<file path="src/rtl/uc_secuenciador.sv">
// uc_secuenciador: single-cycle CPU control unit with I/O wait/timeout, HALT/resume and return-stack guard
module uc_secuenciador #(
  parameter int IO_TIMEOUT  = 16,
  parameter int STACK_DEPTH = 16
) (
  input  logic       clk,
  input  logic       reset,
  input  logic [5:0] opcode,
  input  logic       z,
  input  logic       start,
  input  logic       io_ack,
  output logic       s_inc,
  output logic       we3,
  output logic       wez,
  output logic       pushsignal,
  output logic       popsignal,
  output logic       s_stack,
  output logic       we4,
  output logic [1:0] s_inm,
  output logic [2:0] op_alu,
  output logic       pc_hold,
  output logic       io_rd,
  output logic       io_wr,
  output logic       halted,
  output logic       io_timeout,
  output logic       stack_err
);
  localparam int CW = $clog2(IO_TIMEOUT);
  localparam int DW = $clog2(STACK_DEPTH + 1);
  typedef enum logic [1:0] {RUN, IO_WAIT, HALT} state_t;
  state_t r_state, w_next;
  logic [CW-1:0] r_cnt;
  logic [DW-1:0] r_depth;
  logic r_is_in, r_io_timeout, r_stack_err;
  logic w_inc, w_dec, w_set_to, w_set_se;
  assign halted     = (r_state == HALT);
  assign io_timeout = r_io_timeout;
  assign stack_err  = r_stack_err;
  always_comb begin
    w_next     = r_state;
    s_inc      = 1'b1;
    we3        = 1'b0;
    wez        = 1'b0;
    pushsignal = 1'b0;
    popsignal  = 1'b0;
    s_stack    = 1'b0;
    we4        = 1'b0;
    s_inm      = 2'b00;
    op_alu     = 3'b000;
    pc_hold    = 1'b0;
    io_rd      = 1'b0;
    io_wr      = 1'b0;
    w_inc      = 1'b0;
    w_dec      = 1'b0;
    w_set_to   = 1'b0;
    w_set_se   = 1'b0;
    if (!reset) begin
      pc_hold = 1'b1;
    end else begin
      case (r_state)
        RUN: begin
          if (opcode[5:3] == 3'b000) begin
            op_alu = opcode[2:0];
            we3    = 1'b1;
            wez    = 1'b1;
          end else begin
            case (opcode)
              6'b001000: begin we3 = 1'b1; s_inm = 2'b01; end
              6'b001001: begin we3 = 1'b1; s_inm = 2'b10; end
              6'b001010: we4 = 1'b1;
              6'b001011: begin io_rd = 1'b1; pc_hold = 1'b1; w_next = IO_WAIT; end
              6'b001100: begin io_wr = 1'b1; pc_hold = 1'b1; w_next = IO_WAIT; end
              6'b010000: s_inc = 1'b0;
              6'b010001: s_inc = ~z;
              6'b010010: s_inc = z;
              6'b010011: begin
                // the jump is taken even when the push is suppressed
                s_inc = 1'b0;
                if (r_depth == DW'(STACK_DEPTH)) w_set_se = 1'b1;
                else begin pushsignal = 1'b1; w_inc = 1'b1; end
              end
              6'b010100: begin
                if (r_depth == '0) w_set_se = 1'b1;
                else begin popsignal = 1'b1; s_stack = 1'b1; w_dec = 1'b1; end
              end
              6'b111111: begin pc_hold = 1'b1; w_next = HALT; end
              default: ;
            endcase
          end
        end
        IO_WAIT: begin
          io_rd   = r_is_in;
          io_wr   = ~r_is_in;
          pc_hold = 1'b1;
          // ack wins over a simultaneous timeout
          if (io_ack) begin
            pc_hold = 1'b0;
            we3     = r_is_in;
            s_inm   = r_is_in ? 2'b11 : 2'b00;
            w_next  = RUN;
          end else if (r_cnt == CW'(IO_TIMEOUT - 1)) begin
            pc_hold  = 1'b0;
            w_set_to = 1'b1;
            w_next   = RUN;
          end
        end
        HALT: begin
          pc_hold = 1'b1;
          w_next  = start ? RUN : HALT;
        end
        default: w_next = RUN;
      endcase
    end
  end
  always_ff @(posedge clk or negedge reset) begin
    if (!reset) begin
      r_state      <= RUN;
      r_cnt        <= '0;
      r_depth      <= '0;
      r_is_in      <= 1'b0;
      r_io_timeout <= 1'b0;
      r_stack_err  <= 1'b0;
    end else begin
      r_state      <= w_next;
      r_cnt        <= (r_state == IO_WAIT && w_next == IO_WAIT) ? r_cnt + 1'b1 : '0;
      r_depth      <= w_inc ? r_depth + 1'b1 : w_dec ? r_depth - 1'b1 : r_depth;
      r_is_in      <= (r_state == RUN) ? (opcode == 6'b001011) : r_is_in;
      r_io_timeout <= w_set_to | (r_io_timeout & ~start);
      r_stack_err  <= w_set_se | (r_stack_err & ~start);
    end
  end
endmodule

</file>
<file path="config.mk">
export PLATFORM = sky130hd
export DESIGN_NAME = uc_secuenciador
export DESIGN_NICKNAME = d
export VERILOG_FILES = /design/src/rtl/uc_secuenciador.sv
export SDC_FILE = /design/constraint.sdc
export NUM_CORES = 1
export LEC_CHECK = 0
export BUFFER_PORTS_ARGS = -buffer_cell sky130_fd_sc_hd__clkbuf_2
export CAP_MARGIN = 25
export CORE_UTILIZATION = 50
export CTS_BUF_LIST = sky130_fd_sc_hd__clkbuf_8
export CTS_CLUSTER_SIZE = 24
export DETAILED_ROUTE_END_ITERATION = 8
export GPL_TIMING_DRIVEN = 0
export HOLD_SLACK_MARGIN = 0.06
export PLACE_DENSITY_LB_ADDON = 0.08
export SYNTH_ARGS = -nofsm -noshare
export SYNTH_HDL_FRONTEND = slang
export SYNTH_SLANG_ARGS = --single-unit
</file>
<file path="constraint.sdc">
create_clock -name clk -period 3.1 [get_ports clk]
set_input_delay 0.775 -clock clk [delete_from_list [all_inputs] [get_ports clk]]
set_output_delay 0.775 -clock clk [all_outputs]
set_load 0.01 [all_outputs]
</file>
-- Yosys cells after proc, flatten, opt, wreduce, memory -nomap -nowiden
Cells that the tools add are included.
- mux-type cells: 69
- eq/ne operators: 16
- reduce and logical (&&, ||, !) cells: 9
- add/sub/neg operators: 3
- bitwise gates (word level): 7
- operators with widths (operator ; count):
    1-bit two-way mux ; 44
    6-bit by 4-bit equality test with 1-bit output (second input constant) ; 5
    6-bit by 5-bit equality test with 1-bit output (second input constant) ; 5
    2-bit two-way mux ; 9
    2-bit case mux with 2 select lines ; 3
    5-bit two-way mux ; 2
    3-bit two-way mux ; 3
    1-bit case mux with 2 select lines ; 4
    6-bit equality test (second input constant) ; 1
    1-bit case mux with 3 select lines ; 2
    2-bit case mux with 3 select lines ; 1
    2-bit OR reduction ; 3
    5-bit by 1-bit adder with 5-bit output (second input constant) ; 1
    5-bit equality test (second input constant) ; 1
    5-bit logical NOT ; 1
    5-bit by 1-bit subtractor with 5-bit output (second input constant) ; 1
    4-bit by 1-bit adder with 4-bit output (second input constant) ; 1
    2-bit by 1-bit equality test with 1-bit output (second input constant) ; 2
    4-bit equality test (second input constant) ; 1
    4-bit two-way mux ; 1
    3-bit logical NOT ; 1
    1-bit NOT ; 3
    3-bit OR reduction ; 1
    1-bit bitwise AND ; 2
    5 further kinds ; 6
- logic and storage cells: 110
- output and inout port bits: 18
- input bits: 11
- flip-flop bits (word level): 14

-- Logic depth before layout (Yosys ltp)
Gate-level depths: netlist (run 1).
- depth in word-level cells: 9
- depth in mapped cells: 9
- depth with buffers taken out: 9

-- Worst setup path before layout (run 1)
Ideal clock, no wire load.
- path kind: input to output
- from: input port opcode[0]
- to: output port s_stack
- path slack: 56 ps
- required time: 2325 ps
- stages: 4
- arrival: 2269 ps
- path buffers: 1
- path through: or3b_4 or4b_1 nor3_1 buf_4
- cells in the longest elaborated chain, start to end: 5
- RTL lines (item ; line ; text):
    from (decl) ; 8 ; input logic [5:0] opcode,
    6-bit by 5-bit equality test with 1-bit output ; -- ;
    1-bit two-way mux (4 in a row) ; -- ;
    to (decl) ; 17 ; output logic s_stack,
Every way passes these cells.

-- Worst setup path in the final report (run 1)
- from: input port opcode[4]
- to: output port s_inm[0]
- cells in the longest elaborated chain, start to end: 5
- elaborated cells between the ends (all ways): 7
- classes of those cells: eq/ne (2); mux (4); reduce/logical (1)
- RTL lines (item ; line ; text):
    6-bit by 4-bit equality test with 1-bit output ; 67 ; case (opcode)
    2-bit case mux with 2 select lines ; 67 ;
    2-bit two-way mux * ; 62 ; if (opcode[5:3] == 3'b000) begin
    2-bit case mux with 2 select lines * ; 60 ; case (r_state)
    2-bit two-way mux * ; 57 ; if (!reset) begin
    to (decl) ; 19 ; output logic [1:0] s_inm,
Mark *: on every way between the ends. The rest lies on a longest branch, timed or not.

==> run_results.csv, run 1 <==
group,metric,value,unit
finish,finalNonFillerCells,190,
clock_tree,cts_tree,"built",
logic_synthesis,synth_area_leaders,"dfrtp_1, nor2_1, ha_1, nand2_1, a21oi_1",
finish,drive_above_1_share,33.7,%
timing,fmax,326,MHz
floorplan,die_y,48.2,um
worst_hold_path,hold_class,"input pin to asynchronous set/reset pin",
floorplan,ios,29,
global_route,grt_pass1_wl,3500,um
finish,fin_nets,180,
finish,fin_area,0.00142,sq mm
routing,antenna_left,0,
routing,drtIter0Drc,31,
logic_synthesis,synth_edf_count,0,
clock_tree,clk_latency,0.24,ns
finish,n_antenna_cell,0,
placed_design,place_inst,179,
logic_synthesis,synthAdderAreaFrac,6.57,%
logic_synthesis,synth_xor_area_share,4.11,%
logic_synthesis,yosys.cell_count.top_type,"nor2_1",
global_route,grt_usage,21.3,%
routing,vias,1060,
critical_path,critPathArrivalTime,2.30,ns
clock_tree,ctsHoldBuffers,0,
logic_synthesis,synth_top_family_by_area,"simple AND/OR/NAND/NOR gates",
critical_path,criticalPathCategory,"input pin to primary output",
run,maxCapViolations,0,
critical_path,path_buf_inv,2,
critical_path,critical_path.cell_chain,"buf_8, or3b_4, or4_4, or3_4, a21oi_2, buf_2",
clock_tree,htreeDepth,1,
timing,worstMarginPinSlew,0.464,ns
global_route,grt_antenna_before_repair,0,
timing,rsz0062_at_grt,"true",
critical_path,max_stage_delay,0.44,ns
placed_design,dpl_cell_area,0.00124,sq mm
routing,wl_per_cell,12.8,um
logic_synthesis,synth_common_cells,"nor2_1, dfrtp_1, nand2_1",
floorplan,die_area,0.00232,sq mm
critical_path,required,2.32,ns
routing,dr.pass1.iters,4,
timing,slew_violations,0,
critical_path,cp_max_fo,4,
logic_synthesis,synth_fp_nets,140,
clock_tree,clk_path_buf_depth,2,
logic_synthesis,yosysWarnings,0,
finish,final_util,71.8,%
placed_design,numPortBuffers,28,
floorplan,coreArea,0.00198,sq mm
logic_synthesis,yosysTopAreaCell,"dfrtp_1",
logic_synthesis,synthArstFlopShare,100,%
power_and_ir_drop,p_leak,0.676,nW
floorplan,start_util,53.8,%
power_and_ir_drop,power_density,565,mW/mm^2
timing,final-setup-viol-count,0,
global_route,gr-total-overflow,0,
clock_tree,clkTransAtPathRegs,0.06,ns
routing,drt_wl_total,2440,um
logic_synthesis,synth-simple-area-share,30.2,%
placed_design,gp_congestion,0.764,
logic_synthesis,ys_ff_latch,14,
logic_synthesis,synth_cell_types,41,
routing,drc_errors,0,
logic_synthesis,synth_top_cell_area_share,32.9,%
clock_tree,numCtsBuffers,3,
clock_tree,cts_sinks,14,
critical_path,critPathCaptureType,"primary output",
run_status,status,"completed",
timing,fin_crit_sh,99.0,%
clock_tree,ctsRootBufferMaster,"clkbuf_8",
timing,hold_viol,0,
logic_synthesis,synth_flop_cell,"dfrtp_1",
timing,period_needed,3.07,ns
logic_synthesis,synth_compound_area_share,18.3,%
timing,clock_skew,0.00425,ns
logic_synthesis,syn-cell-area,0.00107,sq mm
logic_synthesis,synth_seq_area_share,32.9,%
power_and_ir_drop,ir_drop,0.544,mV
placed_design,hpwl,1760,um
power_and_ir_drop,power,0.000805,W
logic_synthesis,synthMuxAreaShare,4.11,%
critical_path,cp_top_family,"simple AND/OR/NAND/NOR gates",
global_route,grt_pass1_vias,883,
floorplan,die_w,48.2,um
global_route,grt_max_degree,18,
timing,slew_headroom,68.8,%
critical_path,critPathLaunchType,"input pin",
routing,via_per_inst,5.58,
floorplan,num_rows,16,
critical_path,cp_slowest_cell,"or4_4",
finish,area_growth,33.6,%
logic_synthesis,netlist_instances,124,
logic_synthesis,syn_area_per_cell,8.60,sq um
logic make-up after synthesis:
family | Yosys count
multiplexers | 4
XOR/XNOR | 5
flip-flops | 14
AO/OA/AOI/OAI | 28
AND/OR/NAND/NOR | 58
adder cells (fa/ha/maj) | 5
buffers and inverters | 10
area by class of cell:
| class | instances | area [sq um] |
|---|---|---|
| clock buffers | 4 | 55.1 |
| flip-flops and latches | 14 | 350 |
| well taps | 27 | 33.8 |
| inverters | 7 | 26.3 |
| multi-input cells | 100 | 721 |
| plain buffers | 3 | 15.0 |
| repair buffers | 35 | 223 |
| fillers | 164 | 558 |
layout by cell type, fill, tap and decap left out, types with 2 or more instances in the layout:
cell type  count
inv_1          7
o22ai_1        3
buf_4          8
a21oi_1        6
a21o_1         3
o21ai_0        4
xor2_1         3
xnor2_1        2
clkbuf_2      23
nor2_1        19
a21oi_2        3
buf_2          2
buf_8          3
or4b_4         2
or3b_4         2
clkbuf_1       2
o32ai_1        2
ha_1           4
nand2_1       11
nor3_1         3
mux2_1         3
nand3_1        3
dfrtp_1       14
clkbuf_8       4
and2_1         4
nand4_1        2
power by group:
group	switching (W)	total, W	internal (W)
sequential	0.0000425	0.000261	0.000219
clock	0.0000608	0.000173	0.000112
combinational	0.000215	0.000371	0.000156
state kept, by name, indices dropped and copies added (netlist names):
register and cells:
r_depth 5, r_is_in 1, stack_err 1, io_timeout 1, r_state 2, r_cnt 4
stage by stage:
| stage | TNS [ns] | hold slack (ns) | setup slack, ns |
|---|---|---|---|
| 6_report | 0 | 0.454 | 0.0299 |
| 5_1_grt | -0.0401 | 0.485 | -0.0401 |
| 4_1_cts | -0.0503 | 0.457 | -0.0354 |
| 3_5_place_dp | -0.481 | 0.459 | -0.299 |
| 3_3_place_gp | -0.387 | 0.449 | -0.251 |
| 2_1_floorplan | 0 | 0.433 | 0.0559 |
per-layer routing:
layer	GRT usage (%)	vias up	share of wire (%)
li1	-	522	-
met1	25.9	506	46
met2	38.4	28	50
met3	3.33	4	3.4
met4	6.11	0	0.78
met5	0	-	0
worst paths after layout:
check	from	end	slack, ns	cells after the start
max	opcode[4]	s_inm[0]	0.03	6
min	reset	r_is_in	0.45	1
max reg2reg	r_state[1]	r_depth[4]	0.50	9
min reg2reg	r_cnt[0]	r_cnt[0]	0.46	1
max in group asynchronous	reset	r_depth[1]	2.35	1
min in group clk	r_cnt[0]	r_cnt[0]	0.46	1
repair_timing:
item | 4_1_cts | 5_1_grt
buffers inserted | 5 | 2
resized for setup | 10 | 10
setup endpoints to repair | 4 | 5
pin swaps | 4 | 4
Note: power is estimated with default switching activity, not from simulation.
==> run 2: changes to the inputs <==
Clock period 3.1 ns to 3.14 ns, I/O delays scaled along.
==> run_results.csv, run 2 (same netlist as run 1, synthesis figures left out) <==
group,metric,value,unit
routing,dr.pass1.iters,4,
finish,n_antenna_cell,0,
timing,clock_skew,0.00414,ns
timing,fin_crit_sh,99.9,%
critical_path,required,2.35,ns
critical_path,critPathCaptureType,"primary output",
critical_path,max_stage_delay,0.44,ns
timing,rsz0062_at_grt,"true",
power_and_ir_drop,power_density,563,mW/mm^2
placed_design,hpwl,1760,um
routing,wl_per_cell,12.5,um
global_route,gr-total-overflow,0,
run_status,status,"completed",
timing,fmax,319,MHz
critical_path,cp_slowest_cell,"or4_4",
timing,setup_ws,0.00466,ns
clock_tree,numCtsBuffers,3,
floorplan,ios,29,
power_and_ir_drop,ir_drop,0.534,mV
power_and_ir_drop,power,0.000791,W
timing,slew_violations,0,
finish,final_util,70.9,%
routing,antenna_left,0,
floorplan,die_w,48.2,um
floorplan,coreArea,0.00198,sq mm
finish,fin_nets,179,
floorplan,die_area,0.00232,sq mm
finish,fill_cells,165,
global_route,grt_usage,21.1,%
timing,slew_headroom,69.7,%
clock_tree,cts_sinks,14,
clock_tree,htreeDepth,1,
timing,period_needed,3.14,ns
global_route,grt_max_degree,18,
finish,area_growth,31.8,%
critical_path,reg2reg_depth,10,
timing,hold_ws,0.462,ns
routing,drc_errors,0,
timing,hold_viol,0,
routing,via_per_inst,5.54,
critical_path,cp.depth,6,
finish,largest_register,"r_depth",
global_route,grt_pass1_wl,3470,um
critical_path,criticalPathCategory,"input pin to primary output",
placed_design,gp_congestion,0.764,
critical_path,cp_top_family,"simple AND/OR/NAND/NOR gates",
critical_path,critical_path.cell_chain,"buf_8, or3b_4, or4_4, or3_4, a21oi_2, buf_2",
finish,multi_input_area,709,sq um
finish,top_regs,"r_depth (5), r_cnt (4), r_state (2)",
global_route,grt_antenna_before_repair,0,
clock_tree,clk_latency,0.24,ns
critical_path,cp_max_fo,4,
finish,final_cell_mix,"clkbuf_2, nor2_1, dfrtp_1",
finish,drive_above_1_share,32.7,%
critical_path,path_buf_inv,2,
placed_design,numPortBuffers,28,
global_route,grt_pass1_vias,872,
clock_tree,clk_path_buf_depth,2,
critical_path,critPathArrivalTime,2.35,ns
clock_tree,ctsHoldBuffers,0,
routing,drt_wl_total,2370,um
clock_tree,ctsRootBufferMaster,"clkbuf_8",
finish,largest_reg_flops,5,
finish,final_common_cell,"clkbuf_2",
timing,final-setup-viol-count,0,
clock_tree,cts_tree,"built",
floorplan,die_y,48.2,um
power_and_ir_drop,p_leak,0.671,nW
routing,drtIter0Drc,13,
floorplan,num_rows,16,
clock_tree,clkTransAtPathRegs,0.06,ns
run,maxCapViolations,0,
worst_hold_path,hold_class,"input pin to asynchronous set/reset pin",
timing,worstMarginPinSlew,0.450,ns
routing,vias,1048,
critical_path,critPathLaunchType,"input pin",
placed_design,pre_cts_ws,-0.269,ns
floorplan,start_util,53.8,%
finish,seq_area,350,sq um
==> run 2: cell types whose count changed in the layout (fill, tap and decap cells not counted), sizes merged <==
cell / change
buf: -1
==> run 2: worst paths after layout <==
path	slack, ns	end	from
min in group clk	0.46	r_cnt[0]	r_cnt[0]
max	0.005	s_inm[0]	opcode[5]
min	0.46	r_state[1]	reset
max reg2reg	0.54	r_depth[4]	r_state[1]
min reg2reg	0.46	r_cnt[0]	r_cnt[0]
max in group asynchronous	2.39	r_depth[0]	reset
==> run 2: metrics by stage <==
step	cells	instance area, sq um	setup TNS [ns]
3_5_place_dp	179	1240	-0.388
6_report	189	1410	0
3_3_place_gp	179	1240	-0.317
2_1_floorplan	124	1070	0
5_1_grt	189	1410	-0.0624
4_1_cts	185	1350	-0.0237
==> run 2: layer usage <==
| layer | vias to the layer above | wire length, um | track usage, % |
|---|---|---|---|
| met4 | 0 | 8 | 6.11 |
| met2 | 23 | 1190 | 38.1 |
| li1 | 523 | - | - |
| met1 | 500 | 1100 | 25.7 |
| met3 | 2 | 75 | 3.33 |
| met5 | - | 0 | 0 |
==> run 2: layout make-up <==
type | count | area share, %
buffer | 3 | 1.07
inverter | 7 | 1.87
timing repair buffer | 34 | 15.3
sequential | 14 | 24.9
tap | 27 | 2.40
multi-input combinational | 100 | 50.5
clock buffer | 4 | 3.92
==> run 2: report_power, final <==
group / internal, W / total (W) / leakage [nW] / switching (W)
logic: 0.000153 / 0.000363 / 0.451 / 0.000210
registers: 0.000216 / 0.000258 / 0.190 / 0.0000423
clock network: 0.000111 / 0.000170 / 0.0288 / 0.0000592
total: 0.000479 / 0.000791 / 0.671 / 0.000312
==> run 2: repair_timing <==
action,in CTS,in global routing
buffers inserted,2,4
resized for setup,9,9
pin swaps,3,7
gates cloned,0,0
endpoints found under the setup margin,3,4
==> run 2: worst reg2reg max path, cell delays in order, from the launching register on <==
cell	delay (ns)
dfrtp_1	0.45
nor2_1	0.24
nand3_2	0.23
nand3b_1	0.31
buf_4	0.18
ha_1	0.33
a21o_1	0.18
a21oi_2	0.20
mux2i_1	0.10
o21ai_0	0.16
o41ai_1	0.09
